**src/rtl/spec_add_pkg.sv**
```systemverilog
// Shared definitions for the speculative adder with error recovery.
// Holds default widths, FSM state encoding, the G/P pair type and the
// gray/black prefix-cell primitives used by the block and carry chains.
package spec_add_pkg;

  localparam int unsigned DEF_WIDTH = 16;
  localparam int unsigned DEF_BLOCK = 4;

  typedef enum logic [1:0] {
    ST_IDLE = 2'd0,
    ST_SPEC = 2'd1,
    ST_FIX  = 2'd2
  } state_t;

  typedef struct packed {
    logic g;
    logic p;
  } gp_t;

  // Gray cell: combined generate of a high span over a low span.
  function automatic logic gray_cell(input logic g_hi, input logic p_hi, input logic g_lo);
    return g_hi | (p_hi & g_lo);
  endfunction

  // Black cell: combined generate and propagate of two adjacent spans.
  function automatic gp_t black_cell(input gp_t hi, input gp_t lo);
    gp_t r;
    r.g = gray_cell(hi.g, hi.p, lo.g);
    r.p = hi.p & lo.p;
    return r;
  endfunction

endpackage

```
**src/rtl/spec_block_pg.sv**
```systemverilog
// Per-block generate/propagate prefix for one speculation block.
// Ports:
//   i_a, i_b  - block slices of the addends
//   o_p_bit   - bitwise propagate (a ^ b), used for the sum bits
//   o_pre_g   - prefix generate over bits [i:0] of the block
//   o_pre_p   - prefix propagate over bits [i:0] of the block
//   o_grp_g   - group generate of the whole block
//   o_grp_p   - group propagate of the whole block
module spec_block_pg
  import spec_add_pkg::*;
#(
  parameter int unsigned BLOCK = DEF_BLOCK
) (
  input  logic [BLOCK-1:0] i_a,
  input  logic [BLOCK-1:0] i_b,
  output logic [BLOCK-1:0] o_p_bit,
  output logic [BLOCK-1:0] o_pre_g,
  output logic [BLOCK-1:0] o_pre_p,
  output logic             o_grp_g,
  output logic             o_grp_p
);

  logic [BLOCK-1:0] w_g;
  logic [BLOCK-1:0] w_p;

  assign w_g     = i_a & i_b;
  assign w_p     = i_a ^ i_b;
  assign o_p_bit = w_p;

  // Serial prefix of black cells from bit 0 upward.
  always_comb begin
    gp_t w_acc;
    o_pre_g = '0;
    o_pre_p = '0;
    w_acc   = gp_t'{g: w_g[0], p: w_p[0]};
    o_pre_g[0] = w_acc.g;
    o_pre_p[0] = w_acc.p;
    for (int i = 1; i < BLOCK; i++) begin
      w_acc      = black_cell(gp_t'{g: w_g[i], p: w_p[i]}, w_acc);
      o_pre_g[i] = w_acc.g;
      o_pre_p[i] = w_acc.p;
    end
  end

  assign o_grp_g = o_pre_g[BLOCK-1];
  assign o_grp_p = o_pre_p[BLOCK-1];

endmodule

```
**src/rtl/spec_add_recovery.sv**
```systemverilog
// Speculative block-carry adder with one-cycle error recovery.
// Carry into each block is guessed from the previous block's group
// generate; if any guess is wrong the exact result is registered and
// presented one cycle later with 'corrected' set.
// Ports:
//   clk, rst             - clock, synchronous active-high reset
//   in_valid / in_ready  - operand handshake (a, b, cin)
//   out_valid / out_ready- result handshake (sum, cout, corrected)
// WIDTH must be a multiple of BLOCK.
module spec_add_recovery
  import spec_add_pkg::*;
#(
  parameter int unsigned WIDTH = DEF_WIDTH,
  parameter int unsigned BLOCK = DEF_BLOCK
) (
  input  logic             clk,
  input  logic             rst,
  input  logic             in_valid,
  output logic             in_ready,
  input  logic [WIDTH-1:0] a,
  input  logic [WIDTH-1:0] b,
  input  logic             cin,
  output logic             out_valid,
  input  logic             out_ready,
  output logic [WIDTH-1:0] sum,
  output logic             cout,
  output logic             corrected
);

  localparam int unsigned NBLK = WIDTH / BLOCK;

  state_t           r_state;
  state_t           w_state_nxt;
  logic [WIDTH-1:0] r_a;
  logic [WIDTH-1:0] r_b;
  logic             r_cin;
  logic [WIDTH-1:0] r_sum;
  logic             r_cout;

  logic [WIDTH-1:0] w_p_bit;
  logic [WIDTH-1:0] w_pre_g;
  logic [WIDTH-1:0] w_pre_p;
  logic [NBLK-1:0]  w_grp_g;
  logic [NBLK-1:0]  w_grp_p;
  logic [NBLK:0]    w_cx;
  logic [NBLK:0]    w_cs;
  logic [WIDTH-1:0] w_sum_x;
  logic [WIDTH-1:0] w_sum_s;
  logic             w_err;
  logic             w_accept;
  logic             w_load_fix;

  for (genvar k = 0; k < NBLK; k++) begin : g_blk
    spec_block_pg #(.BLOCK(BLOCK)) u_pg (
      .i_a     (r_a[k*BLOCK +: BLOCK]),
      .i_b     (r_b[k*BLOCK +: BLOCK]),
      .o_p_bit (w_p_bit[k*BLOCK +: BLOCK]),
      .o_pre_g (w_pre_g[k*BLOCK +: BLOCK]),
      .o_pre_p (w_pre_p[k*BLOCK +: BLOCK]),
      .o_grp_g (w_grp_g[k]),
      .o_grp_p (w_grp_p[k])
    );
  end

  // Block carries: exact chain (w_cx), speculative guesses (w_cs), error flag.
  // A guess is wrong only when the previous block propagates a true carry.
  always_comb begin
    w_cx    = '0;
    w_cs    = '0;
    w_err   = 1'b0;
    w_cx[0] = r_cin;
    w_cs[0] = r_cin;
    for (int k = 0; k < NBLK; k++) begin
      w_cx[k+1] = gray_cell(w_pre_g[k*BLOCK+BLOCK-1], w_pre_p[k*BLOCK+BLOCK-1], w_cx[k]);
    end
    for (int k = 1; k < NBLK; k++) begin
      w_cs[k] = w_grp_g[k-1];
      w_err   = w_err | (w_grp_p[k-1] & w_cx[k-1]);
    end
    w_cs[NBLK] = gray_cell(w_grp_g[NBLK-1], w_grp_p[NBLK-1], w_cs[NBLK-1]);
  end

  // Sum bits from block carry-in plus in-block prefix, for both carry sets.
  always_comb begin
    w_sum_x = '0;
    w_sum_s = '0;
    for (int k = 0; k < NBLK; k++) begin
      w_sum_x[k*BLOCK] = w_p_bit[k*BLOCK] ^ w_cx[k];
      w_sum_s[k*BLOCK] = w_p_bit[k*BLOCK] ^ w_cs[k];
      for (int i = 1; i < BLOCK; i++) begin
        w_sum_x[k*BLOCK+i] = w_p_bit[k*BLOCK+i]
          ^ gray_cell(w_pre_g[k*BLOCK+i-1], w_pre_p[k*BLOCK+i-1], w_cx[k]);
        w_sum_s[k*BLOCK+i] = w_p_bit[k*BLOCK+i]
          ^ gray_cell(w_pre_g[k*BLOCK+i-1], w_pre_p[k*BLOCK+i-1], w_cs[k]);
      end
    end
  end

  // State register.
  always_ff @(posedge clk) begin
    if (rst) r_state <= ST_IDLE;
    else     r_state <= w_state_nxt;
  end

  // Next state, handshake and result selection.
  always_comb begin
    w_state_nxt = r_state;
    in_ready    = 1'b0;
    out_valid   = 1'b0;
    corrected   = 1'b0;
    w_load_fix  = 1'b0;
    sum         = r_sum;
    cout        = r_cout;
    case (r_state)
      ST_IDLE: begin
        in_ready = 1'b1;
        if (in_valid) w_state_nxt = ST_SPEC;
      end
      ST_SPEC: begin
        if (w_err) begin
          w_load_fix  = 1'b1;
          w_state_nxt = ST_FIX;
        end else begin
          out_valid = 1'b1;
          in_ready  = out_ready;
          sum       = w_sum_s;
          cout      = w_cs[NBLK];
          if (out_ready) w_state_nxt = in_valid ? ST_SPEC : ST_IDLE;
        end
      end
      ST_FIX: begin
        out_valid = 1'b1;
        corrected = 1'b1;
        in_ready  = out_ready;
        if (out_ready) w_state_nxt = in_valid ? ST_SPEC : ST_IDLE;
      end
      default: w_state_nxt = ST_IDLE;
    endcase
  end

  assign w_accept = in_valid & in_ready;

  // Operand capture and recovered-result register.
  always_ff @(posedge clk) begin
    if (rst) begin
      r_a    <= '0;
      r_b    <= '0;
      r_cin  <= 1'b0;
      r_sum  <= '0;
      r_cout <= 1'b0;
    end else begin
      if (w_accept) begin
        r_a   <= a;
        r_b   <= b;
        r_cin <= cin;
      end
      if (w_load_fix) begin
        r_sum  <= w_sum_x;
        r_cout <= w_cx[NBLK];
      end
    end
  end

endmodule

```
**config.mk**
```make
export PLATFORM = sky130hd
export DESIGN_NAME = spec_add_recovery
export DESIGN_NICKNAME = d
export VERILOG_FILES = /design/src/rtl/spec_add_pkg.sv /design/src/rtl/spec_block_pg.sv /design/src/rtl/spec_add_recovery.sv
export SDC_FILE = /design/constraint.sdc
export NUM_CORES = 1
export LEC_CHECK = 0
export CORE_ASPECT_RATIO = 1.75
export CORE_MARGIN = 8
export CORE_UTILIZATION = 53
export CTS_CLUSTER_SIZE = 24
export DETAILED_ROUTE_END_ITERATION = 7
export PLACE_DENSITY = 0.86
export SLEW_MARGIN = 5
export SYNTH_ARGS = -nofsm -noshare
export SYNTH_HDL_FRONTEND = slang
export SYNTH_SLANG_ARGS = --single-unit
```
**constraint.sdc**
```tcl
create_clock -name clk -period 2.5 [get_ports clk]
set_input_delay 0.25 -clock clk [delete_from_list [all_inputs] [get_ports clk]]
set_output_delay 0.25 -clock clk [all_outputs]
set_load 0.03 [all_outputs]
```
## After elaboration in Yosys (flattened, before gate mapping)

Cells that the tools add are included.

| word-level totals | value |
|---|---|
| bits in registers | 52 |
| bits in writable memories | 0 |
| input bits | 37 |
| word-level logic and storage cells | 153 |
| latch bits | 0 |
| memories | 0 |
| ROM bits | 0 |
| output and inout bits | 20 |

| cells by class | value |
|---|---|
| bitwise gates (word level) | 127 |
| muxes and demuxes | 16 |
| multipliers | 0 |
| eq/ne operators | 3 |
| add/sub/neg operators | 0 |
| order comparisons | 0 |
| reductions and logical operators | 1 |
| shifts and indexed selects | 0 |
| div/mod/pow operators | 0 |

Operators with widths:

| cell | number |
|---|---|
| $and 1x1->1 | 51 |
| $or 1x1->1 | 40 |
| $mux 16 | 2 |
| $xor 1x1->1 | 28 |
| $and 4x4->4 | 4 |
| $xor 4x4->4 | 4 |
| $mux 1 | 8 |
| $mux 2 | 3 |
| $pmux 2 s3 | 1 |
| $pmux 1 s3 | 1 |
| $eq 2x1->1 const B | 1 |
| $eq 2x2->1 const B | 1 |
| $logic_not 2->1 | 1 |
| $ne 2x2->1 const B | 1 |
| $pmux 1 s2 | 1 |

## Logic depth before layout (Yosys ltp)

Gate-level depths: netlist of run 1.

| logic depth | value |
|---|---|
| depth after elaboration | 15 |
| gate-level depth with buffers | 10 |

## Hierarchy

Synthesis of run 1 repeated with hierarchy kept, for this count alone.

| second synthesis, totals | value |
|---|---|
| cell total of the unflattened synthesis | 405 |
| area total of the unflattened synthesis | 3452.1 µm² |

Modules (own cells, without submodules):

| module | times used | area an instance (µm²) | cells each | seq. area each (µm²) |
|---|---|---|---|---|
| spec_add_recovery | 1 | 2961.6 | 349 | 1041.0 |
| spec_block_pg | 4 | 122.6 | 14 | 0.0 |

## Worst setup path after synthesis of run 1

Ideal clock, no wire load.

| timing | value |
|---|---|
| path type | register to output |
| from | register r_b[9] |
| to | output sum[13] |
| cell stages (with the launch flop) | 8 |
| data required time | 2.250 ns |
| arrival time | 2.403 ns |
| path slack | -0.153 ns |
| path buffers | 1 |
| cells stage by stage | dfxtp_1 ha_1 buf_6 a21o_1 a31o_2 fa_1 xnor2_1 o21ai_0 |

| on the way | value |
|---|---|
| cells in the longest elaborated chain, start to end | 12 |

Ends and longest elaborated chain:

| item | line | source |
|---|---|---|
| start, declared | spec_add_recovery.sv:35 | `logic [WIDTH-1:0] r_b;` |
| start signal, assigned | spec_add_recovery.sv:147 | `r_b <= '0;` |
| start signal, assigned | spec_add_recovery.sv:154 | `r_b <= b;` |
| $xor 4x4->4 | spec_block_pg.sv:27 | `assign w_p = i_a ^ i_b;` |
| $and 1x1->1 | spec_add_pkg.sv:22 | `return g_hi \| (p_hi & g_lo);` |
| $or 1x1->1 | spec_add_pkg.sv:22 |  |
| $and 1x1->1 | spec_add_pkg.sv:22 |  |
| $or 1x1->1 | spec_add_pkg.sv:22 |  |
| $and 1x1->1 | spec_add_pkg.sv:22 |  |
| $or 1x1->1 | spec_add_pkg.sv:22 |  |
| $and 1x1->1 | spec_add_pkg.sv:22 |  |
| $or 1x1->1 | spec_add_pkg.sv:22 |  |
| $xor 1x1->1 | spec_add_recovery.sv:94 | `^ gray_cell(w_pre_g[k*BLOCK+i-1], w_pre_p[k*BLOCK+i-1], w_cs[k]);` |
| $mux 16 * | spec_add_recovery.sv:120 | `if (w_err) begin` |
| $mux 16 * | spec_add_recovery.sv:114 | `case (r_state)` |
| end, declared | spec_add_recovery.sv:25 | `output logic [WIDTH-1:0] sum,` |

Mark *: on every way between the ends. The rest lies on a longest branch, timed or not.

## Worst setup path after layout of run 1

| timing | value |
|---|---|
| from | register r_a[7] |
| to | output sum[3] |

| on the way | value |
|---|---|
| cells in the longest elaborated chain, start to end | 8 |

Ends and longest elaborated chain:

| item | line | source |
|---|---|---|
| start, declared | spec_add_recovery.sv:34 | `logic [WIDTH-1:0] r_a;` |
| start signal, assigned | spec_add_recovery.sv:146 | `r_a <= '0;` |
| start signal, assigned | spec_add_recovery.sv:153 | `r_a <= a;` |
| $xor 4x4->4 | spec_block_pg.sv:27 |  |
| $and 1x1->1, on equally long branches | spec_add_pkg.sv:22, spec_add_pkg.sv:29 |  |
| $or 1x1->1 / $and 1x1->1 (equally long branches) | spec_add_pkg.sv:22, spec_add_recovery.sv:78 |  |
| $or 1x1->1 | spec_add_pkg.sv:22 |  |
| $and 1x1->1 | spec_add_recovery.sv:78 | `w_err = w_err \| (w_grp_p[k-1] & w_cx[k-1]);` |
| $or 1x1->1 * | spec_add_recovery.sv:78 |  |
| $mux 16 * | spec_add_recovery.sv:120 |  |
| $mux 16 * | spec_add_recovery.sv:114 |  |

Marked as above.

==> results.py, run 1 <==
metrics = {
    "outcome": {
        "status": "finished, violations left",
        "violations": "negative setup slack",
    },
    "clocking": {
        "max-clock-path-buffers": 2,
        "clk_pin_slew_ns": 0.09,
        "cts_tree": "done",
        "cts_buffers": 5,
        "hold_buffers": 0,
        "htree_levels": 2,
        "clk_latency_ns": 0.32,
        "cts_sinks": 52,
        "cts_root_buf": "clkbuf_8",
    },
    "timing": {
        "setup_tns_ns": -0.0004248,
        "setup_viol": 1,
        "max_freq_mhz": 399.9,
        "worst_pin_slew_ns": 0.5780,
        "report.final.hold_viol_count": 0,
        "hold_slack_ns": 0.4599,
        "slew_viol_final": 0,
        "period_share_pct": 100.0,
        "fin_skew_ns": 0.01178,
        "fin_ws_ns": -0.0004248,
        "rsz0062_at_grt": "true",
        "fin_crit_ns": 2.500,
        "slew_headroom_pct": 61.41,
    },
    "run": {
        "cap_violations": 0,
    },
    "grt": {
        "grt_pass1_vias": 3126,
        "antenna_found_initial": 0,
        "grt_max_degree": 45,
        "grt_remaining_overflow": 0,
        "grt_pass1_wl_um": 14520,
        "grt_usage_pct": 20.17,
    },
    "worst_setup_path": {
        "path_max_fanout": 5,
        "cp.required_ns": 2.25,
        "reg2reg_from": "r_a[2]$_SDFFE_PP0P_",
        "crit_type": "reg2out",
        "startpoint_type": "register",
        "critical_path_arrival_ns": 2.25,
        "r2r_cells": 8,
        "endpoint_kind": "primary output",
        "r2r-end": "r_sum[10]$_SDFFE_PP0P_",
        "worstSetupStartpoint": "r_a[7]$_SDFFE_PP0P_",
        "worstSetupEndpoint": "sum[3]",
        "ff2ff_setup_slack_ns": 0.03,
    },
    "route": {
        "wl_per_cell_um": 17.43,
        "dr_wl_met2_um": 4956,
        "drtIter0Drc": 265,
        "wl_met3_um": 461,
        "drt-met1-wl_um": 3689,
        "routed_wl_um": 9411,
        "dr.pass1.iters": 4,
        "num_vias": 3084,
        "vias_per_cell": 5.711,
        "antenna_left": 0,
        "drcViolationCount": 0,
        "maxUsedRoutingLayer": "met4",
    },
    "floorplanning": {
        "rows": 38,
        "start_util_pct": 53.56,
        "dieHeight_um": 119.7,
        "ios": 57,
        "coreArea_um2": 6086,
        "dieArea_um2": 9014,
        "die_w_um": 75.28,
    },
    "cells_and_area": {
        "layout_common_cells": "104 x nand2_1, 45 x buf_4, 37 x clkdlybuf4s50_1, 37 x dfxtp_1, 33 x mux2i_1",
        "nFillCells": 426,
        "drive_gt1_share_pct": 27.17,
        "areaGrowthSynthToFinish_pct": 38.12,
        "diodes": 0,
        "num-nets-final": 523,
        "final_common_cell": "nand2_1",
        "multiInputGateArea_um2": 2346,
        "regArea_um2": 1060,
    },
    "synthesis": {
        "synthCells": 382,
        "syn_nets": 446,
        "syn-cell-area_um2": 3259,
        "ys_dominant_reg_cell": "dfxtp_1",
        "yosysSeqAreaShare_pct": 31.94,
        "synth.avg_cell_area_um2": 8.532,
        "ys_ff_latch": 52,
        "async_flop_share_pct": 0,
        "synth_warnings": 0,
        "synth_cell_types": 47,
        "synth_edf_count": 0,
    },
    "place": {
        "place_ws_ns": 0.1267,
        "hpwl_um": 5870,
        "portBuffers": 56,
        "place.gp.congestion": 0.8809,
    },
    "worst_hold_path": {
        "hold_class": "reg2reg",
    },
    "pwr": {
        "peakVddDrop_mv": 0.3735,
        "powerDensity_nw_per_um2": 453.8,
        "power_mw": 2.043,
        "p_leak_nw": 1.867,
    },
}
worst min-delay path by stage:
stage,slack (ns),cells past startpoint,from,endpoint
2_1_floorplan,0.39,2,a[10],r_a[10]$_SDFFE_PP0P_
6_report,0.46,2,r_sum[12]$_SDFFE_PP0P_,r_sum[12]$_SDFFE_PP0P_
4_1_cts,0.46,2,r_sum[12]$_SDFFE_PP0P_,r_sum[12]$_SDFFE_PP0P_
5_1_grt,0.49,3,b[13],r_b[13]$_SDFFE_PP0P_
3_5_place_dp,0.45,2,r_sum[12]$_SDFFE_PP0P_,r_sum[12]$_SDFFE_PP0P_
3_3_place_gp,0.44,2,r_sum[4]$_SDFFE_PP0P_,r_sum[4]$_SDFFE_PP0P_
logic make-up after synthesis:
family / after synthesis / synth area share (%)
AOI/OAI and AO/OA: 75 / 15.59
xor gates and xnor gates: 17 / 4.568
and+or+nand+nor: 144 / 19.04
adders and majority gates: 27 / 11.98
DFF: 52 / 31.94
muxes: 37 / 11.52
buffers and inverters: 30 / 5.374
what timing repair did:
action                                  CTS  global route
pin swaps                                11            18
endpoints found under the setup margin   18            19
gates cloned                              0             0
setup buffers                             6             9
gates resized for setup                  48            25
hold endpoints to repair                  0             0
flip-flops by register name (all words and copies together) (netlist names):
register and cells:
r_a 16, r_b 16, r_sum 16, r_state 2, r_cin 1, r_cout 1
report_power, final:
group          internal, mW  switching [mW]  total, mW
combinational         0.311           0.316      0.627
sequential            0.871          0.0421      0.914
clock                 0.221           0.281      0.502
total                  1.40           0.639       2.04
synth_stat cells, types with 2 or more instances:
library cell	count	share of area [%]
mux2i_1	33	10
a21oi_1	15	2.3
nor2_1	17	2.0
nand3_1	2	0.31
nand2_1	105	12
xnor2_1	15	4.0
a31oi_1	5	0.96
inv_1	8	0.92
o21ai_1	3	0.46
o21bai_1	2	0.46
buf_2	2	0.31
nor3_1	2	0.31
fa_1	7	4.3
ha_1	20	7.7
xor2_1	2	0.54
a211oi_1	8	1.8
clkbuf_1	13	1.5
o21a_1	3	0.69
and3_1	3	0.58
buf_8	3	1.4
dfxtp_1	52	32
nor4_1	4	0.77
a21o_1	9	2.1
a311o_1	4	1.2
o21ai_0	14	2.1
mux2_2	4	1.4
buf_6	3	1.0
or2_2	2	0.38
and4_1	4	1.1
area by class of cell:
cell class,count,share of cell area [%]
Clock buffer,6,1.834
Inverter,8,0.6670
Sequential cell,52,23.54
Tap cell,80,2.223
Clock inverter,2,0.2223
Multi-Input combinational cell,300,52.11
Timing Repair Buffer,92,19.40
worst max-delay path: stages (launching register included):
cell and delay, ns:
dfxtp_1 0.40, ha_4 0.25, a21oi_4 0.16, o21ai_4 0.13
a32oi_4 0.25, and3_4 0.28, mux2_4 0.32, buf_6 0.14
through the flow:
step                instances  utilization (%)  cell area [um^2]
global route              540            73.97              4502
floorplan                 382                -              3259
global placement          517            65.09              3961
finish                    540            73.97              4502
CTS                       531            71.13              4329
detailed placement        517            65.09              3961
metal layers:
metal	track usage, %	up-vias
met5	0	-
met3	3.843	24
met2	34.22	117
met4	9.927	0
met1	22.87	1468
li1	-	1475
Note: power is estimated with default switching activity, not from simulation.
==> inputs of run 2 (changes only) <==
--- a/config.mk
+++ b/config.mk
@@ -5,6 +5,7 @@
 export SDC_FILE = /design/constraint.sdc
 export NUM_CORES = 1
 export LEC_CHECK = 0
+export CAP_MARGIN = 20
 export CORE_ASPECT_RATIO = 1.75
 export CORE_MARGIN = 8
 export CORE_UTILIZATION = 53
==> results of run 2 <==
Final layout, timing and power as in run 1 (identical DEF).
==> RTL edit 1, RTL diff (settings of run 1) <==
The package constant `DEF_BLOCK` goes from 4 to 8.
--- a/src/rtl/spec_add_pkg.sv
+++ b/src/rtl/spec_add_pkg.sv
@@ -5,5 +5,5 @@
 
   localparam int unsigned DEF_WIDTH = 16;
-  localparam int unsigned DEF_BLOCK = 4;
+  localparam int unsigned DEF_BLOCK = 8;
 
   typedef enum logic [1:0] {
Behaviour: not the same (a bounded check fails within 4 cycles, from zero or initial values and one cycle with rst high).
==> RTL edit 1 against run 1 <==
Cell area up 1.6%; sequential cell count unchanged; clock skew down 4.4 ps; power is essentially flat; largest power group unchanged; combinational power increased by 7.5%; clock power down 6.8%; the run still ends with negative setup slack left; worst setup slack lost 330 ps; die area fell by 4.1%; routed wire length rose by 5.2%; sequential power decreased by 1%; synthesized area is 5.0% lower.
==> RTL edit 1: results <==
{
  "yosysUniqueCellTypes": 55,
  "grt_max_degree": 30,
  "hp-start": "r_sum[0]",
  "vias": 3077,
  "tightest_slew_ps": 500,
  "arrival_ps": 2580,
  "gr-usage-met1_pct": 22.3,
  "pre_cts_ws_ps": -109,
  "met3_usage_pct": 3.75,
  "violations": "negative setup slack",
  "fillers": 332,
  "final_layout_size_suffix_gt1_share_pct": 32.2,
  "synth_compound_area_share_pct": 17.6,
  "synthXorXnorAreaFrac_pct": 4.24,
  "grt_use_met2_pct": 38.2,
  "vdd_ir_drop_max_mv": 0.451,
  "clockRootBuffer": "clkbuf_8",
  "wl_met2_um": 5220,
  "dp.cells": 506,
  "routabilityCongestion": 0.880,
  "synthAdderAreaFrac_pct": 10.0,
  "dr.first_iter.drc_count": 308,
  "grt_pass1_vias": 3033,
  "setup_viol": 13,
  "m1WireLength_um": 3700,
  "setup_ws_ps": -327,
  "synth.area.mux_share_pct": 11.7,
  "grt_pass1_wl_um": 14200,
  "grt_use_total_pct": 21.1,
  "reg2reg_from": "r_a[4]",
  "ys_seq_area_share_pct": 33.6,
  "hpwlAfterDp_um": 6260,
  "status": "finished with violations",
  "synth.top_cells.by_area": "dfxtp_1 34%, mux2i_1 11%, ha_1 8.1%, nor2_1 5.8%, nand2_1 4.0%",
  "finClkSkew_ps": 7.40,
  "holdPathEnd": "r_sum[0]",
  "timing.rr.end": "r_sum[15]",
  "drt-pass1-iter-count": 7,
  "leakage_nw": 1.98,
  "placed_area_um2": 4030,
  "slowest_delay_ps": 370,
  "yosys-top-cells-count": "52 x dfxtp_1, 48 x nor2_1, 34 x mux2i_1",
  "cpMaxStageDelayCell": "fa_2",
  "hold_slack_ps": 461
}
## RTL edit 1: cell type report
class / count / area (µm²) / area share (%)
multi-input cells: 269 / 2200 / 48.1
repair buffers: 118 / 1120 / 24.4
flip-flops and latches: 52 / 1050 / 23.1
well taps: 78 / 97.6 / 2.13
clock buffers: 6 / 72.6 / 1.59
inverters: 7 / 26.3 / 0.575
clock inverters: 1 / 5.00 / 0.109
## RTL edit 1: how the worst max path moves through the flow
| stage | slack, ps | cells after the start | to | from |
|---|---|---|---|---|
| after floorplan | 50 | 9 | sum[9] | r_a[4] |
| after global placement | -80 | 8 | sum[13] | r_a[4] |
| after detailed placement | -110 | 8 | sum[13] | r_a[4] |
| after CTS | -260 | 10 | sum[9] | r_b[4] |
| after global routing | -370 | 10 | sum[9] | r_a[1] |
| final | -330 | 10 | sum[9] | r_a[1] |
## RTL edit 1: worst register-to-register path, cell delays in order (launching register included)
cell	delay, ps
dfxtp_2	360
ha_4	280
buf_4	110
and4_1	210
buf_4	160
and3_1	310
nand3_2	310
a2111oi_0	490
a311o_1	200
## RTL edit 1: what timing repair did
action | 4_1_cts | 5_1_grt
setup buffers | 20 | 4
hold endpoints to repair | 0 | 0
resized for setup | 60 | 27
cloned | 0 | 1
pin swaps | 22 | 11
setup endpoints to repair | 13 | 34
## RTL edit 1: power groups by stage
stage	registers [W]	logic, W	clock network (W)
2_1_floorplan	0.000904	0.000339	0
3_3_place_gp	0.000906	0.000542	0
3_5_place_dp	0.000909	0.000556	0
4_1_cts	0.000898	0.000623	0.000465
5_1_grt	0.000905	0.000719	0.000508
6_report	0.000901	0.000674	0.000468
==> RTL edit 2, RTL diff (flow settings as in run 1) <==
Without the edit above. Re-encode `state_t` (3 states) as one-hot, 3 bits wide.
--- a/src/rtl/spec_add_pkg.sv
+++ b/src/rtl/spec_add_pkg.sv
@@ -7,8 +7,8 @@
   localparam int unsigned DEF_BLOCK = 4;
 
-  typedef enum logic [1:0] {
-    ST_IDLE = 2'd0,
-    ST_SPEC = 2'd1,
-    ST_FIX  = 2'd2
+  typedef enum logic [2:0] {
+    ST_IDLE = 3'b001,
+    ST_SPEC = 3'b010,
+    ST_FIX  = 3'b100
   } state_t;
 
Formal check against the unedited RTL: same outputs for any inputs over 4 cycles, from zero or initial values and one cycle with rst high; so few cycles prove little.
==> RTL edit 2 against run 1 <==
The run still ends with negative setup slack left; clock power rose by 17%; sequential cell count rose by 1; routed wire length is 9.9% lower; cell area down 3.3%; register-to-register slack gained 70 ps; count of clock-buffer cells in the layout stayed put; power is 0.35% lower; synthesized area decreased by 5.2%; worst setup slack worse by 110 ps; critical path type unchanged.
==> RTL edit 2: results <==
{
  "setup_ws_ps": -110,
  "grt_max_degree": 60,
  "ys.flop_type": "dfxtp_1",
  "yosys-top-cells-count": "53 x dfxtp_1, 43 x nor2_1, 33 x mux2i_1",
  "fillers": 399,
  "syn_nets": 401,
  "grt_pass1_wl_um": 13600,
  "antenna_found_initial": 0,
  "leakage_nw": 1.88,
  "violations": "negative setup slack",
  "finClkSkew_ps": 14.1,
  "setup_viol": 18,
  "yosysUniqueCellTypes": 49,
  "wl_per_cell_um": 17.4,
  "crit_fanout": 8,
  "setup_tns_ps": -1400,
  "vias": 2761,
  "status": "finished with violations",
  "dr.first_iter.drc_count": 187,
  "nets": 468,
  "tightest_slew_ps": 1040,
  "routabilityCongestion": 0.860,
  "grt_pass1_vias": 2928,
  "grt_use_total_pct": 20.2,
  "final_layout_size_suffix_gt1_share_pct": 27.9,
  "worstRegToRegCells": 9,
  "vdd_ir_drop_max_mv": 0.450,
  "hpwlAfterDp_um": 5310
}
RTL edit 2: cell count changes in the layout (fill, tap and decap cells not counted), sizes merged, moves of 5 or more:
cell	delta
nor4	-5
nand3b	+6
nand2	-76
nor2	+28
a21oi	+6
buf	-15
RTL edit 2: metrics by stage:
step                      setup slack [ps]  std cells  hold slack, ps  area (µm²)
after floorplan                       -208        341             394        3100
after global placement                 116        473             438        3760
after detailed placement              70.2        473             444        3760
after CTS                             -121        487             458        4280
after global routing                  -177        487             485        4350
final                                 -110        487             470        4350
RTL edit 2: metal layers:
metal  track usage [%]  wire [µm]  vias to the layer above
li1                  -          -                     1335
met1              21.2       3170                     1296
met2              36.6       4610                      102
met3              3.33        365                       28
met4              11.1        332                        0
met5                 0          0                        -
RTL edit 2: report_power, final:
group | internal, W | leakage [nW] | switching, W
Combinational | 0.000261 | 1.39 | 0.000255
Sequential | 0.000890 | 0.437 | 0.0000437
Clock | 0.000301 | 0.0554 | 0.000285
Total | 0.00145 | 1.88 | 0.000584
RTL edit 2: path summary, 6_finish.rpt:
kind / endpoint / slack [ps] / startpoint
max: sum[4] / -110 / r_a[1]
min reg2reg: r_sum[2] / 470 / r_sum[2]
max reg2reg: r_sum[11] / 100 / r_b[0]
min: r_sum[2] / 470 / r_sum[2]
RTL edit 2: final cells by class:
| class | instances | area [µm²] | share of cell area (%) |
|---|---|---|---|
| timing repair buffer | 76 | 806 | 18.5 |
| sequential | 53 | 1070 | 24.7 |
| clock buffer | 6 | 72.6 | 1.67 |
| clock inverter | 2 | 38.8 | 0.891 |
| tap | 78 | 97.6 | 2.24 |
| multi-input combinational | 267 | 2250 | 51.6 |
| inverter | 5 | 18.8 | 0.431 |
RTL edit 2: timing repair:
action / in CTS / in global routing
cloned: 3 / 0
setup endpoints to repair: 19 / 55
buffers inserted: 3 / 1
hold buffers: 0 / 0
pin swaps: 20 / 9
resized for setup: 75 / 24
RTL edit 2: worst max-delay path, stage by stage, from the launching register on:
cell	delay [ps]
dfxtp_2	350
ha_4	250
a21o_1	190
a31o_4	250
a221oi_4	300
nand2b_4	120
buf_12	160
mux2_2	290
buf_6	140
RTL edit 2: cells by family (layout without fill, tap and decap cells):
family	Yosys count	in the layout	synth area share, %
adders and majority gates	23	23	11.0
muxes	38	38	12.5
AOI/OAI and AO/OA	76	76	16.7
and+or+nand+nor	115	115	17.9
buffers and inverters	21	89	3.28
DFF	53	53	34.3
xor gates and xnor gates	15	15	4.25
